==> src/rtl/uart_rx_multi.sv <==
// UART receiver with configurable frame format, majority-vote bit sampling and an RX FIFO.
// The head FIFO entry (data plus its error flags) is presented combinationally on the outputs.
module uart_rx_multi #(
  parameter int FIFO_DEPTH = 8,
  parameter int OVERSAMPLE = 16
) (
  input  logic                          i_clk,
  input  logic                          i_reset,
  input  logic                          i_enable,
  input  logic [15:0]                   i_baud_div,
  input  logic [1:0]                    i_data_bits,
  input  logic [1:0]                    i_parity,
  input  logic                          i_stop2,
  input  logic                          i_rx,
  input  logic                          i_read,
  input  logic                          i_clear_err,
  output logic [7:0]                    o_data,
  output logic                          o_frame_err,
  output logic                          o_parity_err,
  output logic                          o_ready,
  output logic                          o_full,
  output logic [$clog2(FIFO_DEPTH):0]   o_count,
  output logic                          o_overrun
);

  localparam int AW = $clog2(FIFO_DEPTH);
  localparam int CW = AW + 1;
  localparam int BW = $clog2(OVERSAMPLE);
  localparam logic [BW-1:0] SAMP0 = BW'(OVERSAMPLE / 2 - 1);
  localparam logic [BW-1:0] SAMP1 = BW'(OVERSAMPLE / 2);
  localparam logic [BW-1:0] SAMP2 = BW'(OVERSAMPLE / 2 + 1);
  localparam logic [BW-1:0] LAST  = BW'(OVERSAMPLE - 1);
  localparam logic [BW-1:0] ONE_T = BW'(1);

  typedef enum logic [2:0] {IDLE, START, DATA, PARITY, STOP1, STOP2} state_t;

  state_t        state;
  logic          rx_meta, rx_sync, rx_prev;
  logic [15:0]   tick_cnt, baud_lat;
  logic [BW-1:0] bit_tick;
  logic [2:0]    bit_idx, nbits_m1;
  logic [1:0]    par_mode;
  logic          stop2_lat;
  logic          samp0, samp1;
  logic [7:0]    data_sr;
  logic          par_err, frm_err;

  logic          tick, maj_now, bit_end, maj, par_en, push;
  logic [9:0]    push_word;

  assign tick      = (tick_cnt == baud_lat);
  assign maj_now   = tick && (bit_tick == SAMP2);
  assign bit_end   = tick && (bit_tick == LAST);
  assign maj       = (samp0 & samp1) | (samp0 & rx_sync) | (samp1 & rx_sync);
  assign par_en    = (par_mode == 2'b01) || (par_mode == 2'b10);
  assign push      = i_enable && maj_now &&
                     (((state == STOP1) && !stop2_lat) || (state == STOP2));
  assign push_word = {par_err, frm_err | ~maj, data_sr};

  always_ff @(posedge i_clk) begin
    if (i_reset) begin
      rx_meta <= 1'b1;
      rx_sync <= 1'b1;
      rx_prev <= 1'b1;
    end else begin
      rx_meta <= i_rx;
      rx_sync <= rx_meta;
      rx_prev <= rx_sync;
    end
  end

  // Frame format and baud divisor are captured at the start edge so mid-frame changes are ignored.
  always_ff @(posedge i_clk) begin
    if (i_reset) begin
      state     <= IDLE;
      tick_cnt  <= '0;
      baud_lat  <= '0;
      bit_tick  <= '0;
      bit_idx   <= '0;
      nbits_m1  <= '0;
      par_mode  <= '0;
      stop2_lat <= 1'b0;
      samp0     <= 1'b1;
      samp1     <= 1'b1;
      data_sr   <= '0;
      par_err   <= 1'b0;
      frm_err   <= 1'b0;
    end else if (!i_enable) begin
      state <= IDLE;
    end else if (state == IDLE) begin
      if (rx_prev && !rx_sync) begin
        state     <= START;
        tick_cnt  <= '0;
        bit_tick  <= '0;
        bit_idx   <= '0;
        baud_lat  <= i_baud_div;
        nbits_m1  <= 3'd4 + {1'b0, i_data_bits};
        par_mode  <= i_parity;
        stop2_lat <= i_stop2;
        data_sr   <= '0;
        par_err   <= 1'b0;
        frm_err   <= 1'b0;
      end
    end else begin
      tick_cnt <= tick ? 16'd0 : tick_cnt + 16'd1;
      if (tick) begin
        bit_tick <= (bit_tick == LAST) ? '0 : bit_tick + ONE_T;
        if (bit_tick == SAMP0) samp0 <= rx_sync;
        if (bit_tick == SAMP1) samp1 <= rx_sync;
      end
      case (state)
        START: begin
          if (maj_now && maj) state <= IDLE;
          else if (bit_end)   state <= DATA;
        end
        DATA: begin
          if (maj_now) data_sr[bit_idx] <= maj;
          if (bit_end) begin
            if (bit_idx == nbits_m1) state <= par_en ? PARITY : STOP1;
            else                     bit_idx <= bit_idx + 3'd1;
          end
        end
        PARITY: begin
          if (maj_now) par_err <= (^data_sr) ^ maj ^ (par_mode == 2'b10);
          if (bit_end) state <= STOP1;
        end
        STOP1: begin
          if (maj_now) begin
            if (!maj) frm_err <= 1'b1;
            if (!stop2_lat) state <= IDLE;
          end else if (bit_end) begin
            state <= STOP2;
          end
        end
        STOP2: begin
          if (maj_now) begin
            if (!maj) frm_err <= 1'b1;
            state <= IDLE;
          end
        end
        default: state <= IDLE;
      endcase
    end
  end

  logic [9:0]    mem [FIFO_DEPTH];
  logic [AW-1:0] wr_ptr, rd_ptr;
  logic [CW-1:0] count;
  logic          overrun;
  logic          pop, full, wr_en, drop;
  logic [9:0]    head;

  assign full  = (count == CW'(FIFO_DEPTH));
  assign pop   = i_read && (count != '0);
  // A push into a full FIFO is only accepted when a pop frees the head slot in the same cycle.
  assign wr_en = push && (!full || pop);
  assign drop  = push && full && !pop;

  always_ff @(posedge i_clk) begin
    if (i_reset) begin
      wr_ptr  <= '0;
      rd_ptr  <= '0;
      count   <= '0;
      overrun <= 1'b0;
    end else begin
      if (wr_en) wr_ptr <= wr_ptr + AW'(1);
      if (pop)   rd_ptr <= rd_ptr + AW'(1);
      case ({wr_en, pop})
        2'b10:   count <= count + CW'(1);
        2'b01:   count <= count - CW'(1);
        default: count <= count;
      endcase
      overrun <= drop | (overrun & ~i_clear_err);
    end
  end

  always_ff @(posedge i_clk) begin
    if (wr_en) mem[wr_ptr] <= push_word;
  end

  assign head         = mem[rd_ptr];
  assign o_ready      = (count != '0);
  assign o_full       = full;
  assign o_count      = count;
  assign o_overrun    = overrun;
  assign o_data       = o_ready ? head[7:0] : 8'd0;
  assign o_frame_err  = o_ready ? head[8]   : 1'b0;
  assign o_parity_err = o_ready ? head[9]   : 1'b0;

endmodule

==> config.mk <==
export PLATFORM = sky130hd
export DESIGN_NAME = uart_rx_multi
export DESIGN_NICKNAME = d
export VERILOG_FILES = /design/src/rtl/uart_rx_multi.sv
export SDC_FILE = /design/constraint.sdc
export NUM_CORES = 1
export LEC_CHECK = 0
export BUFFER_PORTS_ARGS = -buffer_cell sky130_fd_sc_hd__buf_2
export CAP_MARGIN = 20
export CORE_MARGIN = 2
export CORE_UTILIZATION = 45
export DETAILED_ROUTE_END_ITERATION = 8
export SYNTH_ARGS = -nofsm -noshare
export SYNTH_HDL_FRONTEND = slang
export SYNTH_SLANG_ARGS = --single-unit
==> constraint.sdc <==
create_clock -name i_clk -period 3.3 [get_ports i_clk]
set_clock_uncertainty 0.2 [all_clocks]
set_input_delay 0 -clock i_clk [delete_from_list [all_inputs] [get_ports i_clk]]
set_output_delay 0 -clock i_clk [all_outputs]
set_load 0.1 [all_outputs]
; ---- Word-level counts from Yosys, hierarchy flattened
; Memory sizes are Yosys's and may differ from the RTL's. A register that Yosys moved wholly into a read port is not among the register bits.
; Index checks and enable logic that the tools add are counted.
[word_totals]
wordCells = 160
n_memories = 1
mem_bits_rw = 80
reg_bits = 74
[classes]
n_addsub = 8
bitwise = 14
magnitude_cmp = 2
n_mux = 48
reduce_logical = 41
n_eq_ne = 26
[memory_table]
columns = name, words, width, rd, rd_clocked_by_memory_dff, write_ports, line
row1 = mem, 8, 10, 1, 1, 1, 146  ; logic [9:0] mem [FIFO_DEPTH];
[ops]
columns = op, n
row1 = $mux 3, 19
row2 = $mux 16, 3
row3 = $mux 8, 5
row4 = $add 16x1->16 const B, 1
row5 = $eq 16x16->1, 1
row6 = $eq 4x4->1 const B, 4
row7 = $mux 4, 4
row8 = $reduce_and 4->1, 4
row9 = $pmux 3 s5, 1
row10 = $reduce_bool 2->1, 7
row11 = $mux 1, 13
row12 = $logic_and 1x1->1, 12
row13 = $reduce_and 5->1, 2
row14 = $add 3x1->3 const B, 3
row15 = $ne 3x3->1 const B, 3
row16 = $add 4x1->4 const B, 2
row17 = $bwmux 8, 1
row18 = $ne 4x3->1 const B, 2
row19 = $pmux 4 s2, 1
row20 = $reduce_and 8->1, 1
row21 = $reduce_xor 8->1, 1
row22 = $eq 3x2->1 const B, 2
row23 = $eq 3x3->1 const B, 2
row24 = $reduce_and 3->1, 2
row25 = 24 further kinds, 43

; ---- Logic depth before layout (Yosys ltp)
[depth]
word_depth = 8
ltp_mapped = 11

; ---- Worst setup path after synthesis
; OpenSTA, ideal clock, no wires.
[synth_timing]
path_kind = register -> register
startpoint = register count[0], in the netlist o_count[0]
endpoint = memory mem[0][0] (enable)
path_buffers = 0
required_time_ps = 2710
arrival_time_ps = 3103
stages_incl_launch_ff = 7
setup_slack_ps = -393
cell_sequence = dfxtp_1 -> nor3_1 -> and2_1 -> nor2b_1 -> nor3_4 -> nand2b_1 -> nor3_1
[synth_via]
elab_chain_len = 6
[synth_lines]
columns = item, line
row1 = "start, declared", 148  ; logic [CW-1:0] count;
row2 = "start signal, assigned", 169  ; 2'b10: count <= count + CW'(1);
row3 = "start signal, assigned", 170  ; 2'b01: count <= count - CW'(1);
row4 = "start signal, assigned", 171  ; default: count <= count;
row5 = $eq 4x4->1, 153  ; assign full = (count == CW'(FIFO_DEPTH));
row6 = via o_full, 21  ; output logic o_full,
row7 = $logic_not 1->1, 156  ; assign wr_en = push && (!full || pop);
row8 = $logic_or 1x1->1, 156
row9 = $logic_and 1x1->1, 156
row10 = $mux 1, 178  ; if (wr_en) mem[wr_ptr] <= push_word;
row11 = $mux 1 (not written as such), 178
row12 = "end, declared", 146
; The timed path passes the listed nets, and every way through them passes these cells.

; ---- Worst setup path in the final report
[layout_timing]
startpoint = register tick_cnt[1]
endpoint = register count[3], in the netlist o_count[3]
[layout_via]
elab_chain_len = 7
[layout_lines]
columns = item, line
row1 = "start, declared", 39  ; logic [15:0] tick_cnt, baud_lat;
row2 = "start signal, assigned", 105  ; tick_cnt <= tick ? 16'd0 : tick_cnt + 16'd1;
row3 = $eq 16x16->1 *, 51  ; assign tick = (tick_cnt == baud_lat);
row4 = $logic_and 1x1->1 *, 52  ; assign maj_now = tick && (bit_tick == SAMP2);
row5 = $logic_and 1x1->1 * (2 in a row), 56  ; assign push = i_enable && maj_now &&
row6 = $logic_and 1x1->1 *, 156
row7 = $eq 2x1->1 or $eq 2x2->1 (tied branches), 168  ; case ({wr_en, pop})
row8 = $pmux 4 s2 or $reduce_bool 2->1 (tied branches), --
; Every way passes the cells marked *; elsewhere a longest branch is shown, timed or not.
; A chain may end at the register's enable or synchronous reset.

==> out/qor.txt <==
Vias per cell: 5.39
Power per standard cell area: 594 nW/um^2
Routed WL: 15200 um
Final slew viol count: 0
Status: completed
Worst skew pair latency: 0.43 ns
Vias post-DR: 4923
Post-DRT Antenna Nets: 0
Die area: 16800 um^2
Mapped Area: 7090 um^2
Setup CP Type: reg -> reg
Rows: 45
Initial antenna violation count: 0
Max incr delay on CP: 0.36 ns
Placement Cell Area: 7580 um^2
Gr ovfl total: 0
Register bit total from synthesis: 157
Post-Place Worst Slack: 0.390 ns
Yosys cell types: 66
Vias in the first global route: 4938
Worst Tran Pin Value: 0.702 ns
CTS Buffer Depth: 2
Data arrival, critical path: 3.06 ns
Clock transition at the registers of the reported paths: 0.06 ns
Die Y: 130 um
CTS tree: done
Final Cell Area: 8400 um^2
R2R depth: 10
Share of layout cells above drive strength 1: 19.8%
Post-CTS Setup Repair Bufs: 0
Fin crit share: 89.5%
Initial DRC count: 407
Sequential fraction of the synthesis area: 55.6%
Critical path capture point type: flop
Worst vdd ir: 511 uV
Worst Hold Class: in -> reg
DP Wirelength: 10000 um
Hold Path End: rx_meta
Core area: 15300 um^2
Synth Warn #: 0
Root buf cell: clkbuf_16
Avg Inst Size Synth: 11.6 um^2
First-pass GRT wire length: 25200 um
Clock Sinks: 157
Setup TNS: 0 ns
CP Launch Type: flop
M2 GR Usage: 34.3%
Fin crit period: 2.95 ns
Reg2Reg Setup Slack: 0.35 ns
I/O Buffers: 43
GR Util met1: 24.4%
Number of max-cap violations: 0
CTS Buf Count: 17
Pin count of the biggest net entering global routing: 64
Slew margin rel.: 53.1%
DRC: 0
Chip Width: 130 um
Met3 track demand over resource: 4.62%
Setup Viol. Count Final: 0
Final #Nets: 727
GRT Total Usage: 19.7%
CP Max Fanout: 8
Post-placement cell count: 853
RSZ-0062 raised after global routing: false
Syn_nets: 652
First-pass DRT Iterations: 6
Routability Congestion: 0.904
Syn-to-layout area delta: 18.4%
Top_reg_cell synth: edfxtp_1
Crit-path cells: xor2_1 -> nor4_2 -> nand4_2 -> o21ai_1 -> inv_2 -> ha_1 -> a21o_1 -> a21oi_1 -> mux2i_1 -> mux2_1
Share of flip-flops with an asynchronous set or reset: 0%
Pleak: 3.01 nW
Hold path start: i_rx
Hold path depth: 3
GR peak layer: met2
Post-route core utilization: 54.8%
Final Non-Filler Cells: 913
Reg2reg start: tick_cnt[1]
Worst Setup Slack, final: 0.348 ns
Final Hold Violating Endpoints: 0
Worst r2r dst: o_count[3]
Number of enable flip-flop cells after synthesis: 80
Slowest CP cell: dfxtp_1
Initial Utilization: 46.3%
I/O pin total: 44
Diodes inserted: 0
Post-Synthesis Cells: 614
Fmax: 339 MHz
H-tree depth: 4
Routed length per placed instance: 16.7 um
CP Data Required Time: 3.41 ns
## cells in the final DEF, fill, tap and decap left out, drive strengths merged, types with 2 or more instances in the layout
cell type / synthesis / routed
a211oi: 5 / 5
a21boi: 4 / 4
a21o: 5 / 5
a21oi: 39 / 39
a221oi: 2 / 2
a311oi: 12 / 12
a31o: 2 / 2
a31oi: 5 / 5
a32o: 2 / 2
and2: 3 / 3
and4: 2 / 2
buf: 10 / 61
clkbuf: 23 / 18
clkinv: 0 / 4
clkinvlp: 0 / 5
dfxtp: 77 / 77
dlygate4sd3: 0 / 28
edfxtp: 80 / 80
ha: 10 / 10
inv: 16 / 21
mux2: 2 / 2
mux2i: 17 / 17
mux4: 20 / 20
nand2: 73 / 73
nand2b: 11 / 11
nand3: 11 / 11
nand4: 8 / 8
nand4b: 2 / 2
nor2: 57 / 57
nor2b: 8 / 8
nor3: 20 / 20
nor4: 10 / 10
o211ai: 4 / 4
o21a: 2 / 2
o21ai: 14 / 14
o31ai: 2 / 2
or2: 4 / 4
or3: 6 / 6
xnor2: 7 / 7
xor2: 24 / 24
## cell usage after synthesis (2+ instances only)
library cell	count	area [um^2]
a211oi_1	4	30.0
a21boi_0	2	15.0
a21boi_1	2	15.0
a21o_1	5	37.5
a21oi_1	39	195
a221oi_1	2	17.5
a311oi_1	12	105
a31o_1	2	17.5
a31oi_1	5	31.3
a32o_1	2	20.0
and2_1	3	18.8
buf_2	6	30.0
buf_6	2	22.5
clkbuf_1	23	86.3
dfxtp_1	77	1540
edfxtp_1	80	2400
ha_1	10	125
inv_1	15	56.3
mux2_1	2	22.5
mux2i_1	17	170
mux4_2	20	450
nand2_1	73	274
nand2b_1	11	68.8
nand3_1	11	55.1
nand4_1	7	43.8
nand4b_1	2	17.5
nor2_1	56	210
nor2b_1	8	50.1
nor3_1	19	95.1
nor4_1	2	12.5
nor4_2	4	50.1
nor4_4	4	85.1
o211ai_1	4	30.0
o21a_1	2	15.0
o21ai_0	8	40.0
o21ai_1	5	25.0
o31ai_1	2	15.0
or2_2	4	25.0
or3_1	6	37.5
xnor2_1	7	61.3
xor2_1	24	210
## layout make-up
class	instances	area (um^2)
flip-flops and latches	157	3950
clock inverters	14	111
repair buffers	89	631
clock buffers	18	429
fillers	1350	6920
inverters	16	60.1
well taps	211	264
multi-input cells	408	2950
## per-stage QoR
step / hold WS (ns) / total power, W
global placement: -0.0175 / 0.00321
floorplan: -0.0962 / 0.00301
detailed placement: -0.0155 / 0.00322
global route: 0.0884 / 0.00519
CTS: 0.0613 / 0.00505
finish: 0.0852 / 0.00499
## metal layers
| layer | up-vias | routed length (um) |
|---|---|---|
| met2 | 95 | 7780 |
| met4 | 0 | 241 |
| met3 | 28 | 498 |
| li1 | 2402 | - |
| met1 | 2398 | 6690 |
| met5 | - | 0 |
## timing repair
item	in CTS	in global routing
resized for setup	0	0
endpoints found under the hold margin	37	0
hold buffers	28	0
setup endpoints to repair	0	0
## worst max path at each step
stage,from,endpoint,slack (ns),cells after the start
after floorplan,o_count[0],mem[6][0],0.23,6
after global placement,tick_cnt[1],o_count[3],0.40,10
after detailed placement,tick_cnt[0],o_count[3],0.39,10
after CTS,tick_cnt[1],o_count[3],0.35,10
after global routing,tick_cnt[1],o_count[3],0.21,10
final,tick_cnt[1],o_count[3],0.35,10
## flip-flops by register name (all words and copies together) (netlist names), named ones only
| name | flops |
|---|---|
| baud_lat | 16 |
| rx_meta | 1 |
| tick_cnt | 16 |
| o_overrun | 1 |
| rd_ptr | 3 |
| mem | 80 |
| data_sr | 8 |
| samp1 | 1 |
| rx_prev | 1 |
| par_err | 1 |
| o_count | 4 |
| nbits_m1 | 3 |
| frm_err | 1 |
| rx_sync | 1 |
| state | 3 |
| samp0 | 1 |
| bit_idx | 3 |
| stop2_lat | 1 |
| wr_ptr | 3 |
| bit_tick | 4 |
| par_mode | 2 |
## worst max-delay path, delay by kind of cell, from the launching register on
kind / cells / cell delay [ns]
buffers and inverters: 1 / 0.12
muxes: 2 / 0.53
AOI/OAI and AO/OA: 3 / 0.61
xor gates and xnor gates: 1 / 0.19
DFF: 1 / 0.36
adders and majority gates: 1 / 0.28
and+or+nand+nor: 2 / 0.53
## cells by family (layout without fill, tap and decap cells)
group                      Yosys count  after routing  share of synthesized area (%)
adders and majority gates           12             12                           2.19
buffers and inverters               49            137                           2.96
muxes                               39             39                           9.07
AOI/OAI and AO/OA                  105            105                           9.77
xor gates and xnor gates            32             32                           4.15
and+or+nand+nor                    220            220                           16.2
DFF                                157            157                           55.6
## power by group
part	switching [W]	internal [W]	total [W]	leakage, nW
Clock	0.000826	0.000973	0.00180	0.252
Sequential	0.0000414	0.00207	0.00211	1.37
Combinational	0.000764	0.000318	0.00108	1.39
Total	0.00163	0.00336	0.00499	3.01
Power figures use the tool's default switching activity.
